`src/rtl/mips_mem_pkg.sv`:
```
// ============================================================================
// mips_mem_pkg : op and FSM encodings shared by the load/store unit
// Rev 1.0
// ============================================================================
`default_nettype none

package mips_mem_pkg;

    typedef enum logic [2:0] {
        OP_LB  = 3'd0,
        OP_LBU = 3'd1,
        OP_LH  = 3'd2,
        OP_LHU = 3'd3,
        OP_LW  = 3'd4,
        OP_SB  = 3'd5,
        OP_SH  = 3'd6,
        OP_SW  = 3'd7
    } mem_op_e;

    typedef enum logic [1:0] {
        ST_IDLE    = 2'd0,
        ST_RD_WAIT = 2'd1,
        ST_WR      = 2'd2,
        ST_RESP    = 2'd3
    } lsu_state_e;

    localparam int RD_LAT_MAX = 7;
    localparam int LAT_CNT_W  = $clog2(RD_LAT_MAX + 1);

    function automatic logic is_misaligned(input mem_op_e op, input logic [1:0] off);
        case (op)
            OP_LH, OP_LHU, OP_SH: return off[0];
            OP_LW, OP_SW:         return (off != 2'b00);
            default:              return 1'b0;
        endcase
    endfunction

endpackage

`default_nettype wire

```
`src/rtl/lane_merge.sv`:
```
// ============================================================================
// lane_merge : big-endian byte/halfword extract (with extension) and insert
// Rev 1.0
// ============================================================================
`default_nettype none

module lane_merge
    import mips_mem_pkg::*;
(
    input  mem_op_e     op,
    input  logic [1:0]  offset,
    input  logic [31:0] mem_word,
    input  logic [31:0] store_data,
    output logic [31:0] load_data,
    output logic [31:0] merged_word
);

    logic [7:0]  w_byte;
    logic [15:0] w_half;

    // Byte 0 is the most significant lane of the word.
    always_comb begin
        case (offset)
            2'd0:    w_byte = mem_word[31:24];
            2'd1:    w_byte = mem_word[23:16];
            2'd2:    w_byte = mem_word[15:8];
            default: w_byte = mem_word[7:0];
        endcase
        w_half = offset[1] ? mem_word[15:0] : mem_word[31:16];
    end

    always_comb begin
        case (op)
            OP_LB:   load_data = {{24{w_byte[7]}}, w_byte};
            OP_LBU:  load_data = {24'd0, w_byte};
            OP_LH:   load_data = {{16{w_half[15]}}, w_half};
            OP_LHU:  load_data = {16'd0, w_half};
            default: load_data = mem_word;
        endcase
    end

    always_comb begin
        merged_word = mem_word;
        case (op)
            OP_SB: begin
                case (offset)
                    2'd0:    merged_word[31:24] = store_data[7:0];
                    2'd1:    merged_word[23:16] = store_data[7:0];
                    2'd2:    merged_word[15:8]  = store_data[7:0];
                    default: merged_word[7:0]   = store_data[7:0];
                endcase
            end
            OP_SH: begin
                if (offset[1]) merged_word[15:0]  = store_data[15:0];
                else           merged_word[31:16] = store_data[15:0];
            end
            default: merged_word = store_data;
        endcase
    end

endmodule

`default_nettype wire

```
`src/rtl/load_store_unit.sv`:
```
// ============================================================================
// load_store_unit : MIPS-style byte/half/word load-store sequencer for a
//                   fixed-latency big-endian word memory (RMW for sub-word stores)
// Rev 1.0
// ============================================================================
`default_nettype none

module load_store_unit
    import mips_mem_pkg::*;
#(
    parameter int SIZE_WARD = 2,
    parameter int AW        = $clog2(4 * SIZE_WARD),
    parameter int RD_LAT    = 1
) (
    input  logic          clk,
    input  logic          rst_n,
    input  logic          req_valid,
    output logic          req_ready,
    input  logic [2:0]    req_op,
    input  logic [AW-1:0] req_addr,
    input  logic [31:0]   req_wdata,
    output logic          resp_valid,
    input  logic          resp_ready,
    output logic [31:0]   resp_data,
    output logic          resp_err,
    output logic [AW-1:0] address,
    output logic [31:0]   write_data,
    output logic          memread,
    output logic          memwrite,
    input  logic [31:0]   read_data
);

    lsu_state_e           r_state;
    mem_op_e              r_op;
    logic [1:0]           r_off;
    logic [31:0]          r_wdata;
    logic [LAT_CNT_W-1:0] r_lat_cnt;

    mem_op_e     w_req_op;
    logic [31:0] w_load_data;
    logic [31:0] w_merged;

    assign w_req_op = mem_op_e'(req_op);

    lane_merge u_lane_merge (
        .op          (r_op),
        .offset      (r_off),
        .mem_word    (read_data),
        .store_data  (r_wdata),
        .load_data   (w_load_data),
        .merged_word (w_merged)
    );

    always_ff @(posedge clk or negedge rst_n) begin
        if (!rst_n) begin
            r_state    <= ST_IDLE;
            r_op       <= OP_LB;
            r_off      <= 2'd0;
            r_wdata    <= 32'd0;
            r_lat_cnt  <= '0;
            req_ready  <= 1'b0;
            resp_valid <= 1'b0;
            resp_data  <= 32'd0;
            resp_err   <= 1'b0;
            address    <= '0;
            write_data <= 32'd0;
            memread    <= 1'b0;
            memwrite   <= 1'b0;
        end else begin
            case (r_state)
                ST_IDLE: begin
                    req_ready <= 1'b1;
                    if (req_valid && req_ready) begin
                        r_op      <= w_req_op;
                        r_off     <= req_addr[1:0];
                        r_wdata   <= req_wdata;
                        address   <= {req_addr[AW-1:2], 2'b00};
                        req_ready <= 1'b0;
                        if (is_misaligned(w_req_op, req_addr[1:0])) begin
                            resp_valid <= 1'b1;
                            resp_err   <= 1'b1;
                            resp_data  <= 32'd0;
                            r_state    <= ST_RESP;
                        end else if (w_req_op == OP_SW) begin
                            write_data <= req_wdata;
                            memwrite   <= 1'b1;
                            r_state    <= ST_WR;
                        end else begin
                            // Loads and sub-word stores both start with a word read.
                            memread   <= 1'b1;
                            r_lat_cnt <= LAT_CNT_W'(RD_LAT - 1);
                            r_state   <= ST_RD_WAIT;
                        end
                    end
                end
                ST_RD_WAIT: begin
                    if (r_lat_cnt == '0) begin
                        memread <= 1'b0;
                        if (r_op == OP_SB || r_op == OP_SH) begin
                            write_data <= w_merged;
                            memwrite   <= 1'b1;
                            r_state    <= ST_WR;
                        end else begin
                            resp_valid <= 1'b1;
                            resp_err   <= 1'b0;
                            resp_data  <= w_load_data;
                            r_state    <= ST_RESP;
                        end
                    end else begin
                        r_lat_cnt <= r_lat_cnt - 1'b1;
                    end
                end
                ST_WR: begin
                    memwrite   <= 1'b0;
                    resp_valid <= 1'b1;
                    resp_err   <= 1'b0;
                    resp_data  <= 32'd0;
                    r_state    <= ST_RESP;
                end
                default: begin
                    if (resp_ready) begin
                        resp_valid <= 1'b0;
                        resp_err   <= 1'b0;
                        resp_data  <= 32'd0;
                        req_ready  <= 1'b1;
                        r_state    <= ST_IDLE;
                    end
                end
            endcase
        end
    end

endmodule

`default_nettype wire

```
`config.mk`:
```
export PLATFORM = sky130hd
export DESIGN_NAME = load_store_unit
export DESIGN_NICKNAME = d
export VERILOG_FILES = /design/src/rtl/mips_mem_pkg.sv /design/src/rtl/lane_merge.sv /design/src/rtl/load_store_unit.sv
export SDC_FILE = /design/constraint.sdc
export NUM_CORES = 1
export LEC_CHECK = 0
export CELL_PAD_IN_SITES_DETAIL_PLACEMENT = 2
export CELL_PAD_IN_SITES_GLOBAL_PLACEMENT = 2
export CORE_ASPECT_RATIO = 1.5
export CORE_MARGIN = 2
export CORE_UTILIZATION = 33
export CTS_BUF_LIST = sky130_fd_sc_hd__clkbuf_4
export DETAILED_ROUTE_END_ITERATION = 7
export GPL_ROUTABILITY_DRIVEN = 0
export PLACE_DENSITY_LB_ADDON = 0.05
export RECOVER_POWER = 100
export SKIP_LAST_GASP = 1
export SLEW_MARGIN = 25
export SYNTH_ARGS = -nofsm -noshare
export SYNTH_HDL_FRONTEND = slang
export SYNTH_SLANG_ARGS = --single-unit
```
`constraint.sdc`:
```
create_clock -name clk -period 3.7 [get_ports clk]
set_input_delay 0.74 -clock clk [delete_from_list [all_inputs] [get_ports clk]]
set_output_delay 0.74 -clock clk [all_outputs]
set_load 0.03 [all_outputs]
```
Word level (Yosys, flattened, before mapping) --
Cells that the tools add are included.
Operators by class: $add $sub $neg 1, eq/ne operators 23, mux-type cells 60, bitwise logic cells 1, reductions and logical operators 23
Operators with widths (count):
- 32-bit 2-to-1 mux | 10
- 32-bit case mux with 2 select lines | 2
- 32-bit case mux with 4 select lines | 1
- 32-bit case mux with 3 select lines | 1
- 16-bit 2-to-1 mux | 3
- 8-bit 2-to-1 mux | 4
- 8-bit case mux with 3 select lines | 1
- 1-bit 2-to-1 mux | 21
- 2-bit inequality test (second input constant) | 9
- 3-bit == test (second input constant) | 5
- 5-bit AND reduction | 3
- 3-bit by 2-bit == test with 1-bit output (second input constant) | 4
- 3-bit 2-to-1 mux | 4
- 6-bit AND reduction | 2
- 2-bit 2-to-1 mux | 5
- 1-bit case mux with 3 select lines | 3
- 3-bit logical NOT | 2
- 1-bit case mux with 2 select lines | 3
- 2-bit case mux with 3 select lines | 1
- 3-bit case mux with 2 select lines | 1
- 2-bit nonzero test | 3
- 3-bit OR reduction | 2
- 2-bit by 1-bit == test with 1-bit output (second input constant) | 2
- 2-bit == test (second input constant) | 2
- other kinds (11) | 14
Storage, ports and cells: bits in registers 112, input bits 74, output and inout bits 72

Logic depth before layout (Yosys ltp) --
depth in word-level cells 8, depth in mapped cells 10, depth with buffers taken out 7

Cells and area by module --
Synthesis repeated with hierarchy kept, for this count alone.
Unflattened totals: cells, all modules 623, area total of the unflattened synthesis 6418.7 um2
By module, submodules not included:
- load_store_unit | times used 1, cells each 370, area each 4782.1 um2
- lane_merge | times used 1, cells each 253, area each 1636.6 um2

Worst setup path before layout --
OpenSTA, ideal clock, no wires.
path type register to register, start reg r_state[0], end reg resp_err, setup time 0.125 ns, data arrival time 1.927 ns, slack 1.648 ns, stages on the path, launching flop included 9, buffers on the path 2, period minus slack after synthesis 2.052 ns, cell sequence dfrtp_1 > inv_1 > ha_1 > buf_6 > a21boi_4 > a221o_1 > a311o_1 > buf_6 > mux2_4
Between the ends: longest elaborated chain between the ends 3, elaborated cells between the ends (all ways) 10, those cells by class eq/ne: 6; mux: 1; reduce/logical: 3
Ends and longest elaborated chain:
- start, declared | line load_store_unit.sv:33 | lsu_state_e r_state;
- start signal, assigned | line load_store_unit.sv:56 | r_state <= ST_IDLE;
- start signal, assigned | line load_store_unit.sv:83 | r_state <= ST_RESP;
- start signal, assigned | line load_store_unit.sv:87 | r_state <= ST_WR;
- 2-bit by 1-bit == test with 1-bit output (tied with other cells) | line load_store_unit.sv:70 | case (r_state)
- 2-bit inequality test (no source line) or 4-bit nonzero test (tied branches)
- 5-bit AND reduction (no source line)
- end signal, assigned | line load_store_unit.sv:64 | resp_err <= 1'b0;
- end signal, assigned | line load_store_unit.sv:81 | resp_err <= 1'b1;
- end signal, assigned | line load_store_unit.sv:105 | resp_err <= 1'b0;
- end, declared | line load_store_unit.sv:25 | output logic resp_err,
Several ways; a longest one is shown, not always the timed one. A chain may end at the register's enable or synchronous reset.

Final worst setup path --
start reg r_state[0], end reg r_wdata[9]
Between the ends: longest elaborated chain between the ends 2
Ends and longest elaborated chain:
- 2-bit logical NOT | line load_store_unit.sv:70
- 2-bit AND reduction (no source line)
- end signal, assigned | line load_store_unit.sv:76 | r_wdata <= req_wdata;
- end, declared | line load_store_unit.sv:36 | logic [31:0] r_wdata;
Every way passes these cells.

==> impl_metrics.tcl <==
set metrics [dict create \
    status "finished, violations left" \
    violations "capacitance limit, slew limit" \
    multiInputGateArea_mm2 0.00291 \
    number_of_endpoints_failing_setup_at_the_final_stage 0 \
    timing_max_transition_violations_final 76 \
    cts_resized 0 \
    routed_wire_length_per_instance_um 22.0 \
    crit_path_cell_trace "inv_1 -> ha_1 -> nand3_1 -> clkbuf_1 -> mux2_2" \
    powerDensity_mw_per_mm2 934 \
    cts-htree-levels 3 \
    drt_iter0_drc 199 \
    chipHeight_um 166 \
    totalNegativeSetupSlack_ns 0 \
    floorplan.initialDensity_pct 33.6 \
    drive_gt1_share_pct 9.93 \
    synth_fa_ha_area_share_pct 1.30 \
    number_of_enable_type_register_cells_in_the_synthesized_netlist 0 \
    ys_seq_area_share_pct 44.9 \
    worst_min_path_class "flip-flop to flip-flop" \
    power.leakage_nw 3.26 \
    vdd_ir_drop_max_mv 0.490 \
    cp_max_delay_cell "clkbuf_1" \
    die_area_mm2 0.0187 \
    synthDominantAreaCellType "dfrtp_1" \
    yosys.area_share.simple_pct 13.4 \
    postSynthAreaPerCell_um2 9.49 \
    grt_pass1_wl_mm 33.3 \
    coreArea_mm2 0.0173 \
    synth_top_cell_area_share_pct 44.9 \
    number_of_flip_flops_and_latches_in_the_synthesized_netlist 104 \
    drtPass1Iterations 4 \
    final.setup_skew_ns 0.0315 \
    detailroute.via_count 5257 \
    criticalPathCategory "flip-flop to flip-flop" \
    timing.final.crit_period_ns 2.85 \
    largest_stage_delay_worst_path_ns 1.27 \
    synth_xor_area_share_pct 0.281 \
    path_max_fanout 30 \
    synthesis.instances 611 \
    rsz_0062_raised_after_global_routing "no" \
    slew-limit-headroom_pct -73.7 \
    synth_top_family_by_area "compound AO/OA/AOI/OAI gates" \
    detail-route-antenna-nets 0 \
    synth_compound_area_share_pct 21.4 \
    route.detailed.drc 0 \
    vias_in_the_first_global_route 5850 \
    syn-cell-area_mm2 0.00580 \
    largest_net_degree_at_the_start_of_global_routing 65 \
    yosys.cell_types.count 57 \
    area.growth.synth_to_final_pct 29.1 \
    cts.clk_slew.worst_paths_ns 0.17 \
    regArea_mm2 0.00260 \
    finalHoldViolations 0 \
    max_freq_mhz 351 \
    ios 146 \
    yosys-mux-area-fraction_pct 13.6 \
    post_drt_via_cell_ratio 5.54 \
    post-dp-hpwl_mm 16.2 \
    synth_ff_type "dfrtp_1" \
    yosys-top-cells-area "dfrtp_1 45%, mux2_2 7.4%, mux2i_1 5.5%, nand2_1 5.4%, o31ai_1 4.0%" \
    critPathRequiredTime_ns 4.07 \
    clkSinkCount 104 \
    final_nets 810 \
    setup_slack_ns 0.851 \
    clock_latency_ns 0.49 \
    timing_worst_slew_pin_value_ns 2.61 \
    max-cap-violations 2 \
    number_of_core_rows 59 \
    grt.total_usage_pct 22.7 \
    cts_post_setup_buffers_inserted 0 \
    n_fill_cell 1889 \
    pre_cts_ws_ns 0.690 \
    cts.root.buffer_cell "clkbuf_4" \
    clock_path_buffers 2 \
    synth-async-reset-ratio_pct 100 \
    endpoint_kind "flip-flop" \
    cts_hold_buf 0 \
    die-width_um 112 \
    grt_antenna_before_repair 1 \
    synth.yosys.warnings 0 \
    totalWireLength_mm 20.9 \
    gr-total-overflow 0 \
    startpoint_type "flip-flop" \
    count_of_buffers_from_port_buffering 143 \
    cts_buffers 9 \
    tritoncts "done" \
    period_share_pct 77.0 \
    critical_path_arrival_ns 3.22 \
]
[state kept, by name, indices dropped and copies added (netlist names)]
register and cells:
r_lat_cnt 3, req_ready 1, resp_err 1, memread 1, r_wdata 24, memwrite 1
r_off 2, r_op 3, resp_data 32, address 1, write_data 32, resp_valid 1
r_state 2
[cell usage in the layout (no fill, tap or decap), types with 8 or more instances in the layout]
| master | n |
|---|---|
| o31ai_1 | 31 |
| dlygate4sd3_1 | 70 |
| o21ai_0 | 50 |
| o22ai_1 | 16 |
| o21a_1 | 8 |
| dfrtp_1 | 103 |
| nand2_1 | 84 |
| mux2_2 | 38 |
| clkdlybuf4s50_1 | 72 |
| clkbuf_4 | 10 |
| inv_1 | 14 |
| or3_1 | 8 |
| a21oi_1 | 38 |
| a22oi_1 | 8 |
| nor2_1 | 48 |
| nand2b_1 | 8 |
| mux2i_1 | 32 |
[path summary, 6_finish.rpt]
| kind | cells after the start | start | to | slack, ns |
|---|---|---|---|---|
| setup / recovery | 5 | r_state[0] | r_wdata[9] | 0.85 |
| min in group asynchronous | 1 | rst_n | resp_data[3] | 1.03 |
| max in group asynchronous | 1 | rst_n | r_off[1] | 1.00 |
| hold / removal | 2 | write_data[8] | write_data[8] | 0.50 |
| hold reg to reg | 2 | write_data[8] | write_data[8] | 0.50 |
| setup reg to reg | 5 | r_state[0] | r_wdata[9] | 0.85 |
[critical path: cells and delay by family, from the launching register on]
kind / cells / cell delay (ns)
and+or+nand+nor: 1 / 0.15
muxes: 1 / 0.45
buffers and inverters: 2 / 1.35
DFF: 1 / 0.44
adders and majority gates: 1 / 0.33
[routing by layer]
layer  part of all wire [%]  track usage [%]  wire, µm  up-vias
met1                     39             26.2      8110     2664
met5                      0                0         0        -
li1                       -                -         -     2425
met2                     55             42.0     11400      134
met4                    3.1             7.95       643        0
met3                    3.5             3.47       731       34
[kinds of logic (layout without fill, tap and decap cells)]
kind of cell / Yosys count / after routing
compound gates: 193 / 193
fa+ha+maj: 6 / 6
mux: 72 / 72
other cells: 1 / 3
simple gates: 174 / 174
flops: 104 / 104
xor+xnor: 1 / 1
buf+inv: 60 / 183
[synthesized netlist by cell type (all sizes together) (8+ instances only)]
master  number
dfrtp      104
nand2       84
o21ai       56
nor2        50
a21oi       39
mux2        39
mux2i       32
o31ai       31
clkbuf      23
buf         22
o22ai       16
inv         15
a21boi       9
nand2b       9
a22oi        8
o21a         8
or3          8
[through the flow]
stage / total power, W / cell area, µm² / util [%] / cells / hold slack, ns
2_1_floorplan: 0.00504 / 5800 / - / 612 / 0.444
3_3_place_gp: 0.00641 / 7350 / 42.5 / 932 / 0.463
3_5_place_dp: 0.00661 / 7350 / 42.5 / 932 / 0.478
4_1_cts: 0.00726 / 7490 / 43.4 / 948 / 0.229
5_1_grt: 0.00755 / 7480 / 43.3 / 949 / 0.531
6_report: 0.00699 / 7480 / 43.3 / 949 / 0.503
[final cells by class]
| cell class | count | share of cell area, % |
|---|---|---|
| clock inverters | 6 | 0.920 |
| inverters | 15 | 0.753 |
| repair buffers | 152 | 20.1 |
| diodes | 1 | 0.0334 |
| flip-flops and latches | 104 | 34.8 |
| well taps | 213 | 3.56 |
| multi-input cells | 448 | 38.9 |
| clock buffers | 10 | 1.00 |
[power by group]
part	leakage (nW)	switching (W)	total, W	internal (W)
Clock	0.0722	0.000418	0.000636	0.000217
Sequential	1.31	0.000442	0.00210	0.00165
Combinational	1.88	0.00266	0.00426	0.00160
Note: power is estimated with default switching activity, not from simulation.
